### src/rtl/iter_shifter.sv
// iter_shifter: multi-cycle shift/rotate unit. Moves a WIDTH-bit operand by at
// most STEP positions per clock, with valid/ready handshakes on both sides.
module iter_shifter #(
  parameter  int WIDTH   = 32,
  parameter  int STEP    = 4,
  localparam int SHAMT_W = $clog2(WIDTH)
) (
  input  logic               clk,
  input  logic               rst,
  input  logic               in_valid,
  output logic               in_ready,
  input  logic [2:0]         shift_mode,
  input  logic [SHAMT_W-1:0] shamt,
  input  logic [WIDTH-1:0]   data_in,
  output logic               out_valid,
  input  logic               out_ready,
  output logic [WIDTH-1:0]   data_out,
  output logic               err,
  output logic               busy
);

  typedef enum logic [1:0] {
    IDLE,
    RUN,
    DONE
  } state_t;

  typedef enum logic [2:0] {
    M_SRL = 3'b000,
    M_SLL = 3'b001,
    M_SRA = 3'b010,
    M_ROR = 3'b011,
    M_ROL = 3'b100
  } mode_t;

  // One extra bit so STEP == WIDTH and WIDTH itself are representable.
  localparam logic [SHAMT_W:0] STEP_C  = (SHAMT_W + 1)'(STEP);
  localparam logic [SHAMT_W:0] WIDTH_C = (SHAMT_W + 1)'(WIDTH);

  state_t             state, state_nx;
  mode_t              mode_q;
  logic               sign_q;
  logic               err_q;
  logic [SHAMT_W-1:0] rem_q;
  logic [WIDTH-1:0]   work_q;

  logic               accept;
  logic               legal;
  logic               last_step;
  logic [SHAMT_W:0]   step_amt;
  logic [SHAMT_W:0]   wrap_amt;
  logic [WIDTH:0]     sra_ext;
  logic [WIDTH-1:0]   stepped;

  assign legal  = (shift_mode <= 3'b100);
  assign accept = in_valid && in_ready;

  // One partial shift of the working register by min(rem, STEP).
  always_comb begin
    // NOTE: every signal gets a value before the case so no latch is inferred.
    stepped   = work_q;
    step_amt  = ({1'b0, rem_q} < STEP_C) ? {1'b0, rem_q} : STEP_C;
    wrap_amt  = WIDTH_C - step_amt;
    last_step = ({1'b0, rem_q} <= STEP_C);
    // The captured sign is prepended so every step fills with it, not with
    // whatever the working register's MSB happens to be.
    sra_ext   = $signed({sign_q, work_q}) >>> step_amt;
    case (mode_q)
      M_SRL:   stepped = work_q >> step_amt;
      M_SLL:   stepped = work_q << step_amt;
      M_SRA:   stepped = sra_ext[WIDTH-1:0];
      M_ROR:   stepped = (work_q >> step_amt) | (work_q << wrap_amt);
      M_ROL:   stepped = (work_q << step_amt) | (work_q >> wrap_amt);
      default: stepped = work_q;
    endcase
  end

  // State register.
  always_ff @(posedge clk or posedge rst) begin
    if (rst) state <= IDLE;
    else     state <= state_nx;
  end

  // Next-state decode and handshake outputs.
  always_comb begin
    state_nx  = state;
    in_ready  = 1'b0;
    out_valid = 1'b0;
    busy      = 1'b1;
    case (state)
      IDLE: begin
        in_ready = 1'b1;
        busy     = 1'b0;
        if (accept) state_nx = (!legal || shamt == '0) ? DONE : RUN;
      end
      RUN:  if (last_step) state_nx = DONE;
      DONE: begin
        out_valid = 1'b1;
        if (out_ready) state_nx = IDLE;
      end
      default: state_nx = IDLE;
    endcase
  end

  // Operand capture, iterative shifting and error flag.
  always_ff @(posedge clk or posedge rst) begin
    if (rst) begin
      work_q <= '0;
      err_q  <= 1'b0;
      rem_q  <= '0;
      sign_q <= 1'b0;
      mode_q <= M_SRL;
    end else begin
      // NOTE: non-blocking assignments keep all registers updating from the
      // same pre-edge values, independent of statement order.
      case (state)
        IDLE: if (accept) begin
          rem_q  <= shamt;
          sign_q <= data_in[WIDTH-1];
          mode_q <= legal ? mode_t'(shift_mode) : M_SRL;
          work_q <= legal ? data_in : '0;
          err_q  <= !legal;
        end
        RUN: begin
          work_q <= stepped;
          rem_q  <= rem_q - step_amt[SHAMT_W-1:0];
        end
        DONE: if (out_ready) err_q <= 1'b0;
        default: ;
      endcase
    end
  end

  assign data_out = work_q;
  assign err      = err_q;

endmodule

### config.mk
export PLATFORM = sky130hd
export DESIGN_NAME = iter_shifter
export DESIGN_NICKNAME = d
export VERILOG_FILES = /design/src/rtl/iter_shifter.sv
export SDC_FILE = /design/constraint.sdc
export NUM_CORES = 1
export LEC_CHECK = 0
export ABC_AREA = 1
export CAP_MARGIN = 20
export CELL_PAD_IN_SITES_DETAIL_PLACEMENT = 0
export CELL_PAD_IN_SITES_GLOBAL_PLACEMENT = 1
export CORE_ASPECT_RATIO = 1.5
export CORE_MARGIN = 1.5
export CORE_UTILIZATION = 38
export DETAILED_ROUTE_END_ITERATION = 8
export HOLD_SLACK_MARGIN = 0.08
export PLACE_DENSITY_LB_ADDON = 0.08
export SYNTH_ARGS = -nofsm -noshare
export SYNTH_HDL_FRONTEND = slang
export SYNTH_SLANG_ARGS = --single-unit
### constraint.sdc
create_clock -name clk -period 3 [get_ports clk]
set_input_delay 0.6 -clock clk [delete_from_list [all_inputs] [get_ports clk]]
set_output_delay 0.6 -clock clk [all_outputs]
set_load 0.005 [all_outputs]
Yosys cells after proc, flatten, opt, wreduce, memory -nomap -nowiden
Cells that the tools add are included.
{ "word_totals": {"wordCells": 60, "out_inout_bits": 36, "regBits": 44} }
{ "classes": {"shift": 5, "reduce_logical": 13, "n_eq_ne": 10, "mux": 19, "n_addsub": 2, "order_cmp": 3, "bitwise": 2} }
{ "ops": {"columns": ["op", "n"], "rows": [
  ["32-bit case mux with 5 select lines", 1],
  ["32-bit two-way mux", 2],
  ["32-bit bitwise OR", 2],
  ["32-bit case mux with 2 select lines", 1],
  ["33-bit by 5-bit >>> shifter with 32-bit output", 1],
  ["32-bit by 5-bit << shifter with 32-bit output", 1],
  ["32-bit by 6-bit << shifter with 32-bit output", 1],
  ["32-bit by 5-bit right shift with 32-bit output", 1],
  ["32-bit by 6-bit right shift with 32-bit output", 1],
  ["5-bit two-way mux", 2],
  ["5-bit case mux with 2 select lines", 1],
  ["3-bit AND reduction", 3],
  ["2-bit two-way mux", 4],
  ["3-bit by 2-bit equality test with 1-bit output, second input constant", 2],
  ["2-bit inequality test, second input constant", 3],
  ["6-bit by 1-bit inequality test with 1-bit output, second input constant", 1],
  ["2-bit case mux with 3 select lines", 1],
  ["6-bit by 5-bit subtractor with 6-bit output, first input constant", 1],
  ["5-bit by 3-bit <= comparator with 1-bit output, second input constant", 1],
  ["5-bit zero test", 1],
  ["5-bit by 3-bit < comparator with 1-bit output, second input constant", 1],
  ["1-bit two-way mux", 5],
  ["5-bit subtractor", 1],
  ["2-bit AND reduction", 2],
  ["other kinds (13)", 14]
]} }

Depth between registers and ports, before layout
Gate-level depths: netlist (run 1).
{ "depth": {"ltp_word": 7, "mapped_depth": 17} }

Least setup slack after synthesis (run 1)
No wires, ideal clock.
{ "synth_timing": {"kind": "flip-flop to flip-flop", "start": "register rem_q[4]", "end": "register work_q[10] (netlist: data_out[10])", "t_arrival_ns": 2.358, "path_stages_with_launch": 15, "path_slack_ns": 0.522, "t_required_ns": 2.880, "period_less_slack_ns": 2.478, "path_cell_list": "dfrtp_1 nor2_4 nand3_1 buf_2 buf_4 ha_1 buf_2 inv_1 buf_2 buf_1 o211ai_1 nand3_1 nand2_1 o21ai_1 nand2_1"} }
{ "synth_between": {"elab_chain_len": 7} }
{ "synth_lines": {"columns": ["item", "line_no", "text"], "rows": [
  ["start: declaration", "44", "logic [SHAMT_W-1:0] rem_q;"],
  ["start signal: assignment", "118", "rem_q <= shamt;"],
  ["start signal: assignment", "126", "rem_q <= rem_q - step_amt[SHAMT_W-1:0];"],
  ["5-bit by 3-bit < comparator with 1-bit output", "62", "step_amt = ({1'b0, rem_q} < STEP_C) ? {1'b0, rem_q} : STEP_C;"],
  ["5-bit two-way mux (*)", "62", null],
  ["6-bit by 5-bit subtractor with 6-bit output", "63", "wrap_amt = WIDTH_C - step_amt;"],
  ["32-bit by 6-bit right shift with 32-bit output or 32-bit by 6-bit << shifter with 32-bit output (tied branches)", "73, 72", null],
  ["32-bit bitwise OR, on equally long branches", "73, 72", null],
  ["32-bit case mux with 5 select lines (*)", "68", "case (mode_q)"],
  ["32-bit case mux with 2 select lines (*)", "116", "case (state)"],
  ["end signal: assignment", "121", "work_q <= legal ? data_in : '0;"],
  ["end signal: assignment", "125", "work_q <= stepped;"],
  ["end: declaration", "45", "logic [WIDTH-1:0] work_q;"]
]} }
Mark *: on every way between the ends. The rest lies on a longest branch, timed or not.
A chain may end at the register's enable or synchronous reset.

Final worst setup path (run 1)
{ "layout_timing": {"start": "register rem_q[2]", "end": "register work_q[20] (netlist: data_out[20])"} }
Same word-level chain as after synthesis.

==> flow_summary.toml, run 1 <==
[critical_path]
crit_start = "rem_q[2]"
arrival_ns = 2.96
worst_setup_path_start_kind = "flip-flop"
critPathKind = "reg -> reg"
r2r_setup_slack_ns = 0.22
reg2reg_from = "rem_q[2]"
cp_max_fo = 18
worstSetupEndpointType = "flip-flop"
crit_required_ns = 3.18

[synthesis]
largest_family_of_logic_cells_by_synthesized_area = "simple AND/OR/NAND/NOR gates"
postSynthCellCount = 1143
avgSynthCellArea_um2 = 5.262
yosysWarningCount = 0
synth_xor_xnor_area_share = 0.001456
syn_area_mm2 = 0.006015
synthMuxAreaShare = 0
synth.distinct_cells = 38
simple_gate_area_share_of_the_yosys_netlist = 0.5215
seq_area_frac_synth = 0.1831
ys_seq_elements = 44
synth_compound_area_frac = 0.1670
mappedNetlistNets = 1189
synth_fa_ha_area_frac = 0.004161

[cts]
numClockSinks = 44
clk_root_buffer_cell = "sky130_fd_sc_hd__clkbuf_16"
postCtsHoldBufs = 0
cts_tree = "built"
clkSlewWorstSetupHoldPaths_ns = 0.07
tritoncts.num_buffers = 5
clock_tree.htree_level_count = 2
clk_path_buf_depth = 2
clock_insertion_delay_worst_skew_ns = 0.29
cts_repair_resize_count = 0
postcts_setup_bufs = 0

[floorplanning]
num_rows = 56
die_height_um = 157.1
initial_core_util = 0.3867
floorplan.die_area_mm2 = 0.01661
core_area_mm2 = 0.01555
die_w_um = 105.7
ioPinCount = 80

[timing]
timing.final.crit_period_ns = 2.776
rsz0062_at_grt = "no"
final_hold_viol_count = 0
measured_slew_at_the_worst_slew_check_pin_ns = 0.8315
setup_violation_total_in_the_final_timing_report = 0
maxClockFrequency_ghz = 0.3602
total_count_of_max_transition_violations_in_the_final_report = 0
fin_worst_skew_ns = 0.007541
share_of_the_clock_period_used_by_the_worst_path = 0.9255
timing.slew.headroom = 0.4398
fin_worst_hold_slack_ns = 0.5157
setup_total_negative_slack_ns = 0

[grt]
grt_start_max_net_pins = 47
first_global_vias = 7792
grt_use_total = 0.3723
antenna_found_initial = 0
grt_first_pass_wirelength_um = 46300
global_route.overflow_total = 0

[final_layout]
fin_nets = 1251
synthToLayoutAreaGrowth_pct = 19.87
n_antenna_cell = 0
fraction_of_final_layout_cells_with_drive_strength_greater_than_1 = 0.06882
fillerInstances = 1794

[power_and_ir_drop]
power.density_mw_per_mm2 = 1360
total_leakage_power_nw = 3.554
ir_worst_vdd_mv = 0.5895

[hold_path]
timing.hold.worst.class = "reg -> reg"
worstHoldStart = "data_out[17]"

[detailed_routing]
detail_route.vias_per_cell = 5.881
drc = 0
drt_wl_total_um = 30960
vias = 8286
per_cell_routed_wire_length_um = 21.97
first_pass_iters = 6
drt.antenna.violating_nets = 0
detail_route.iter0.violations = 884

[placement]
dp_hpwl_um = 23500
io_buffer_count = 79
finalWeightedCongestion = 1.030

[status]
outcome = "completed"

[job]
maxCapViolCount = 0
[per-layer routing]
layer / GRT usage / routed length, um / up-vias
met1: 0.4818 / 11920 / 3820
met2: 0.5912 / 14050 / 511
met3: 0.04762 / 3091 / 102
met4: 0.2214 / 1900 / 0
met5: 0 / 0 / -
li1: - / - / 3853
[cells by family after synthesis]
| family | after synthesis |
|---|---|
| buffers and inverters | 171 |
| adders and majority gates | 2 |
| and+or+nand+nor | 740 |
| AOI/OAI and AO/OA | 184 |
| DFF | 44 |
| other | 1 |
| xor gates and xnor gates | 1 |
[synthesized netlist by cell type]
cell type                   count  area, um^2
sky130_fd_sc_hd__o21ai_1       27       135.1
sky130_fd_sc_hd__buf_1          4       15.01
sky130_fd_sc_hd__o41ai_1        1       8.760
sky130_fd_sc_hd__xor2_1         1       8.760
sky130_fd_sc_hd__nor2_8         1       20.02
sky130_fd_sc_hd__o21ai_0       45       225.2
sky130_fd_sc_hd__nand3_1      149       745.7
sky130_fd_sc_hd__and2_1         1       6.260
sky130_fd_sc_hd__nand3_2        1       10.01
sky130_fd_sc_hd__a22oi_1        1       7.510
sky130_fd_sc_hd__inv_2          9       33.78
sky130_fd_sc_hd__nand3b_1       4       30.03
sky130_fd_sc_hd__a41oi_1        1       8.760
sky130_fd_sc_hd__o211ai_1      19       142.6
sky130_fd_sc_hd__o31ai_1        1       7.510
sky130_fd_sc_hd__dfrtp_1       44        1101
sky130_fd_sc_hd__nor2_4         5       56.30
sky130_fd_sc_hd__conb_1         1       3.750
sky130_fd_sc_hd__nor3_1         4       20.02
sky130_fd_sc_hd__a31oi_1        9       56.30
sky130_fd_sc_hd__buf_6          4       45.04
sky130_fd_sc_hd__nor2_1        79       296.5
sky130_fd_sc_hd__nand2_1      460        1727
sky130_fd_sc_hd__or2_2          1       6.260
sky130_fd_sc_hd__clkbuf_1      23       86.33
sky130_fd_sc_hd__nand4_1       23       143.9
sky130_fd_sc_hd__or2_1          1       6.260
sky130_fd_sc_hd__inv_1         94       352.8
sky130_fd_sc_hd__a31o_2         1       8.760
sky130_fd_sc_hd__clkinv_1       1       3.750
sky130_fd_sc_hd__o22ai_1        4       25.02
sky130_fd_sc_hd__buf_2         29       145.1
sky130_fd_sc_hd__nor2_2         2       12.51
sky130_fd_sc_hd__buf_4          7       52.55
sky130_fd_sc_hd__a2111oi_0      1       8.760
sky130_fd_sc_hd__a21oi_1       74       370.4
sky130_fd_sc_hd__nand2_2        9       56.30
sky130_fd_sc_hd__ha_1           2       25.02
[metrics by stage]
stage	instance area [um^2]	instances	util	power (mW)	setup WS, ns
after floorplan	6015	1143	-	6.085	0.5217
after global placement	7042	1398	0.4527	9.030	0.2529
after detailed placement	7042	1398	0.4527	8.957	0.2302
after CTS	7187	1406	0.4620	9.561	0.2180
after global routing	7209	1409	0.4635	10.50	0.1732
final	7209	1409	0.4635	9.807	0.2235
[state kept, by name, indices dropped and copies added (netlist names)]
register,flops
data_out,32
sign_q,1
err,1
state,2
mode_q,3
rem_q,5
[cell usage in the layout (no fill, tap or decap), types with 5 or more instances in the layout]
cell	synthesis	final
sky130_fd_sc_hd__nand2_1	460	459
sky130_fd_sc_hd__nand3_1	149	149
sky130_fd_sc_hd__inv_1	94	93
sky130_fd_sc_hd__clkdlybuf4s50_1	0	79
sky130_fd_sc_hd__nor2_1	79	78
sky130_fd_sc_hd__a21oi_1	74	74
sky130_fd_sc_hd__o21ai_0	45	45
sky130_fd_sc_hd__dfrtp_1	44	44
sky130_fd_sc_hd__buf_4	7	42
sky130_fd_sc_hd__o21ai_1	27	26
sky130_fd_sc_hd__nand4_1	23	23
sky130_fd_sc_hd__o211ai_1	19	19
sky130_fd_sc_hd__inv_2	9	10
sky130_fd_sc_hd__nand2_2	9	10
sky130_fd_sc_hd__a31oi_1	9	9
sky130_fd_sc_hd__nor2_4	5	6
sky130_fd_sc_hd__clkbuf_16	0	5
[critical path, cell delays in order (launching register included)]
cell and delay (ns):
sky130_fd_sc_hd__dfrtp_1 0.41, sky130_fd_sc_hd__inv_2 0.10, sky130_fd_sc_hd__buf_4 0.27, sky130_fd_sc_hd__nand2_2 0.20, sky130_fd_sc_hd__nor2_4 0.33, sky130_fd_sc_hd__nand2_1 0.14
sky130_fd_sc_hd__nand2_1 0.31, sky130_fd_sc_hd__inv_1 0.10, sky130_fd_sc_hd__nor2_1 0.20, sky130_fd_sc_hd__nor2_1 0.07, sky130_fd_sc_hd__a21oi_1 0.16, sky130_fd_sc_hd__nand3_1 0.21
sky130_fd_sc_hd__nand2_1 0.11, sky130_fd_sc_hd__nand2_1 0.05
[area by class of cell]
type,instances,area (um^2),share of cell area
Tap cell,203,254.0,0.03523
Sequential cell,44,1101,0.1527
Inverter,104,390.4,0.05415
Clock buffer,6,128.9,0.01788
Timing Repair Buffer,122,1126,0.1562
Multi-Input combinational cell,928,4193,0.5816
Clock inverter,2,16.27,0.002256
[where the power goes]
group	leakage (nW)	internal [mW]	total, mW	switching [mW]
clock	0.0671	0.311	0.565	0.254
combinational	2.94	2.47	8.03	5.56
sequential	0.550	0.881	1.21	0.327
[worst paths after layout]
path / end / depth (start not counted)
setup / recovery: data_out[20] / 13
hold / removal: data_out[17] / 2
setup reg to reg: data_out[20] / 13
hold reg to reg: data_out[17] / 2
max in group asynchronous: rem_q[1] / 3
min in group asynchronous: data_out[11] / 2
Power figures use the tool's default switching activity.
==> run 2: changes to the inputs <==
- GPL_ROUTABILITY_DRIVEN: unset -> 0
==> flow_summary.toml, run 2 (same netlist as run 1, synthesis figures left out) <==
[critical_path]
critPathKind = "reg -> reg"
worstSetupEndpointType = "flip-flop"
worst_setup_path_start_kind = "flip-flop"
cp_max_fo = 16
timing.critical_path.slowest_stage_cell = "sky130_fd_sc_hd__dfrtp_1"
crit_required_ns = 3.19
critical-path-max-stage-delay_ns = 0.41
cp_cell_sequence = "nor2_4 -> buf_4 -> nand2_2 -> nor2_4 -> nand2_1 -> nand2_1 -> nand2_1 -> nand3_1 -> o21ai_0 -> a21oi_1 -> nand3_1 -> nand2_1 -> nand2_1"
timing.critical_path.mode_cell = "sky130_fd_sc_hd__nand2_1"
arrival_ns = 3.03

[grt]
global_route.overflow_total = 0
first_global_vias = 7513
antenna_found_initial = 0
grt_start_max_net_pins = 52
grt_first_pass_wirelength_um = 44020
grt_use_total = 0.3493

[final_layout]
fraction_of_final_layout_cells_with_drive_strength_greater_than_1 = 0.06422
flip_flop_count_of_the_largest_register_after_layout = 32
post-route-util = 0.4610
layout_commonest_cell = "sky130_fd_sc_hd__nand2_1"
synthToLayoutAreaGrowth_pct = 19.22
mostFrequentLayoutCells = "sky130_fd_sc_hd__nand2_1 (459), sky130_fd_sc_hd__nand3_1 (149), sky130_fd_sc_hd__inv_1 (93)"
instances_no_fill = 1402
fin_nets = 1244
postLayoutCellArea_mm2 = 0.007171
n_antenna_cell = 0

[power_and_ir_drop]
total_leakage_power_nw = 3.525
power.density_mw_per_mm2 = 1347
design_power_total_mw = 9.661
ir_worst_vdd_mv = 0.5735

[placement]
placed_cells = 1394
dp_hpwl_um = 22250
place_area_mm2 = 0.007024
io_buffer_count = 79

[detailed_routing]
detail_route.iter0.violations = 1066
first_pass_iters = 7
drt_wl_total_um = 29530
per_cell_routed_wire_length_um = 21.06
drc = 0
vias = 8237
drt.antenna.violating_nets = 0
detail_route.vias_per_cell = 5.875

[timing]
final_hold_viol_count = 0
setup_violation_total_in_the_final_timing_report = 0
maxClockFrequency_ghz = 0.3519
total_count_of_max_transition_violations_in_the_final_report = 0
share_of_the_clock_period_used_by_the_worst_path = 0.9473
setup_total_negative_slack_ns = 0
measured_slew_at_the_worst_slew_check_pin_ns = 0.7408
fin_worst_skew_ns = 0.004850
rsz0062_at_grt = "no"
timing.final.crit_period_ns = 2.842
timing.slew.headroom = 0.5009

[floorplanning]
core_area_mm2 = 0.01555
die_w_um = 105.7
ioPinCount = 80
num_rows = 56
die_height_um = 157.1
initial_core_util = 0.3867
floorplan.die_area_mm2 = 0.01661

[job]
maxCapViolCount = 0

[cts]
clk_root_buffer_cell = "sky130_fd_sc_hd__clkbuf_16"
clk_path_buf_depth = 2
clock_insertion_delay_worst_skew_ns = 0.30
postcts_setup_bufs = 0
clkSlewWorstSetupHoldPaths_ns = 0.07
tritoncts.num_buffers = 5
clock_tree.htree_level_count = 2
postCtsHoldBufs = 0
numClockSinks = 44
cts_tree = "built"
cts_repair_resize_count = 0

[hold_path]
timing.hold.worst.class = "reg -> reg"

[status]
outcome = "completed"
[run 2: cell count changes in the layout (fill, tap and decap cells not counted), sizes merged]
cell / delta
clkbuf: -1
inv: +1
buf: -7
[run 2: power by group]
group / leakage (nW) / switching (mW) / internal [mW]
Clock: 0.0702 / 0.264 / 0.311
Sequential: 0.550 / 0.326 / 0.881
Combinational: 2.91 / 5.43 / 2.45
[run 2: area by class of cell]
cell class	instances	area (um^2)
fillers	1819	8384
multi-input cells	928	4193
flip-flops and latches	44	1101
repair buffers	115	1086
inverters	104	390.4
well taps	203	254.0
clock buffers	5	125.1
clock inverters	3	21.27
[run 2: metal layers]
layer,GRT usage,part of all wire
met1,0.4551,0.40
met2,0.5553,0.45
met5,0,0
met4,0.2014,0.065
met3,0.04265,0.088
[run 2: path summary, 6_finish.rpt]
kind                                   start      endpoint  slack (ns)  cells past startpoint
max in group asynchronous                rst  data_out[28]        1.81                      3
min in group asynchronous                rst  data_out[11]        0.77                      3
worst max-delay path                rem_q[4]  data_out[11]        0.16                     13
worst min register to register  data_out[10]  data_out[10]        0.52                      2
worst max register to register      rem_q[4]  data_out[11]        0.16                     13
worst min-delay path            data_out[10]  data_out[10]        0.52                      2
[run 2: worst max-delay path: cells and delay by family, from the launching register on]
family / cells / cell delay, ns
and+or+nand+nor: 10 / 1.70
AOI/OAI and AO/OA: 2 / 0.41
DFF: 1 / 0.41
buffers and inverters: 1 / 0.20
[run 2: stage by stage]
stage | hold slack, ns | worst slack, ns
final | 0.5193 | 0.1582
after global routing | 0.5435 | 0.01025
after detailed placement | 0.5020 | 0.2858
after CTS | 0.5169 | 0.2753
after global placement | 0.4955 | 0.2393
after floorplan | 0.4922 | 0.5217
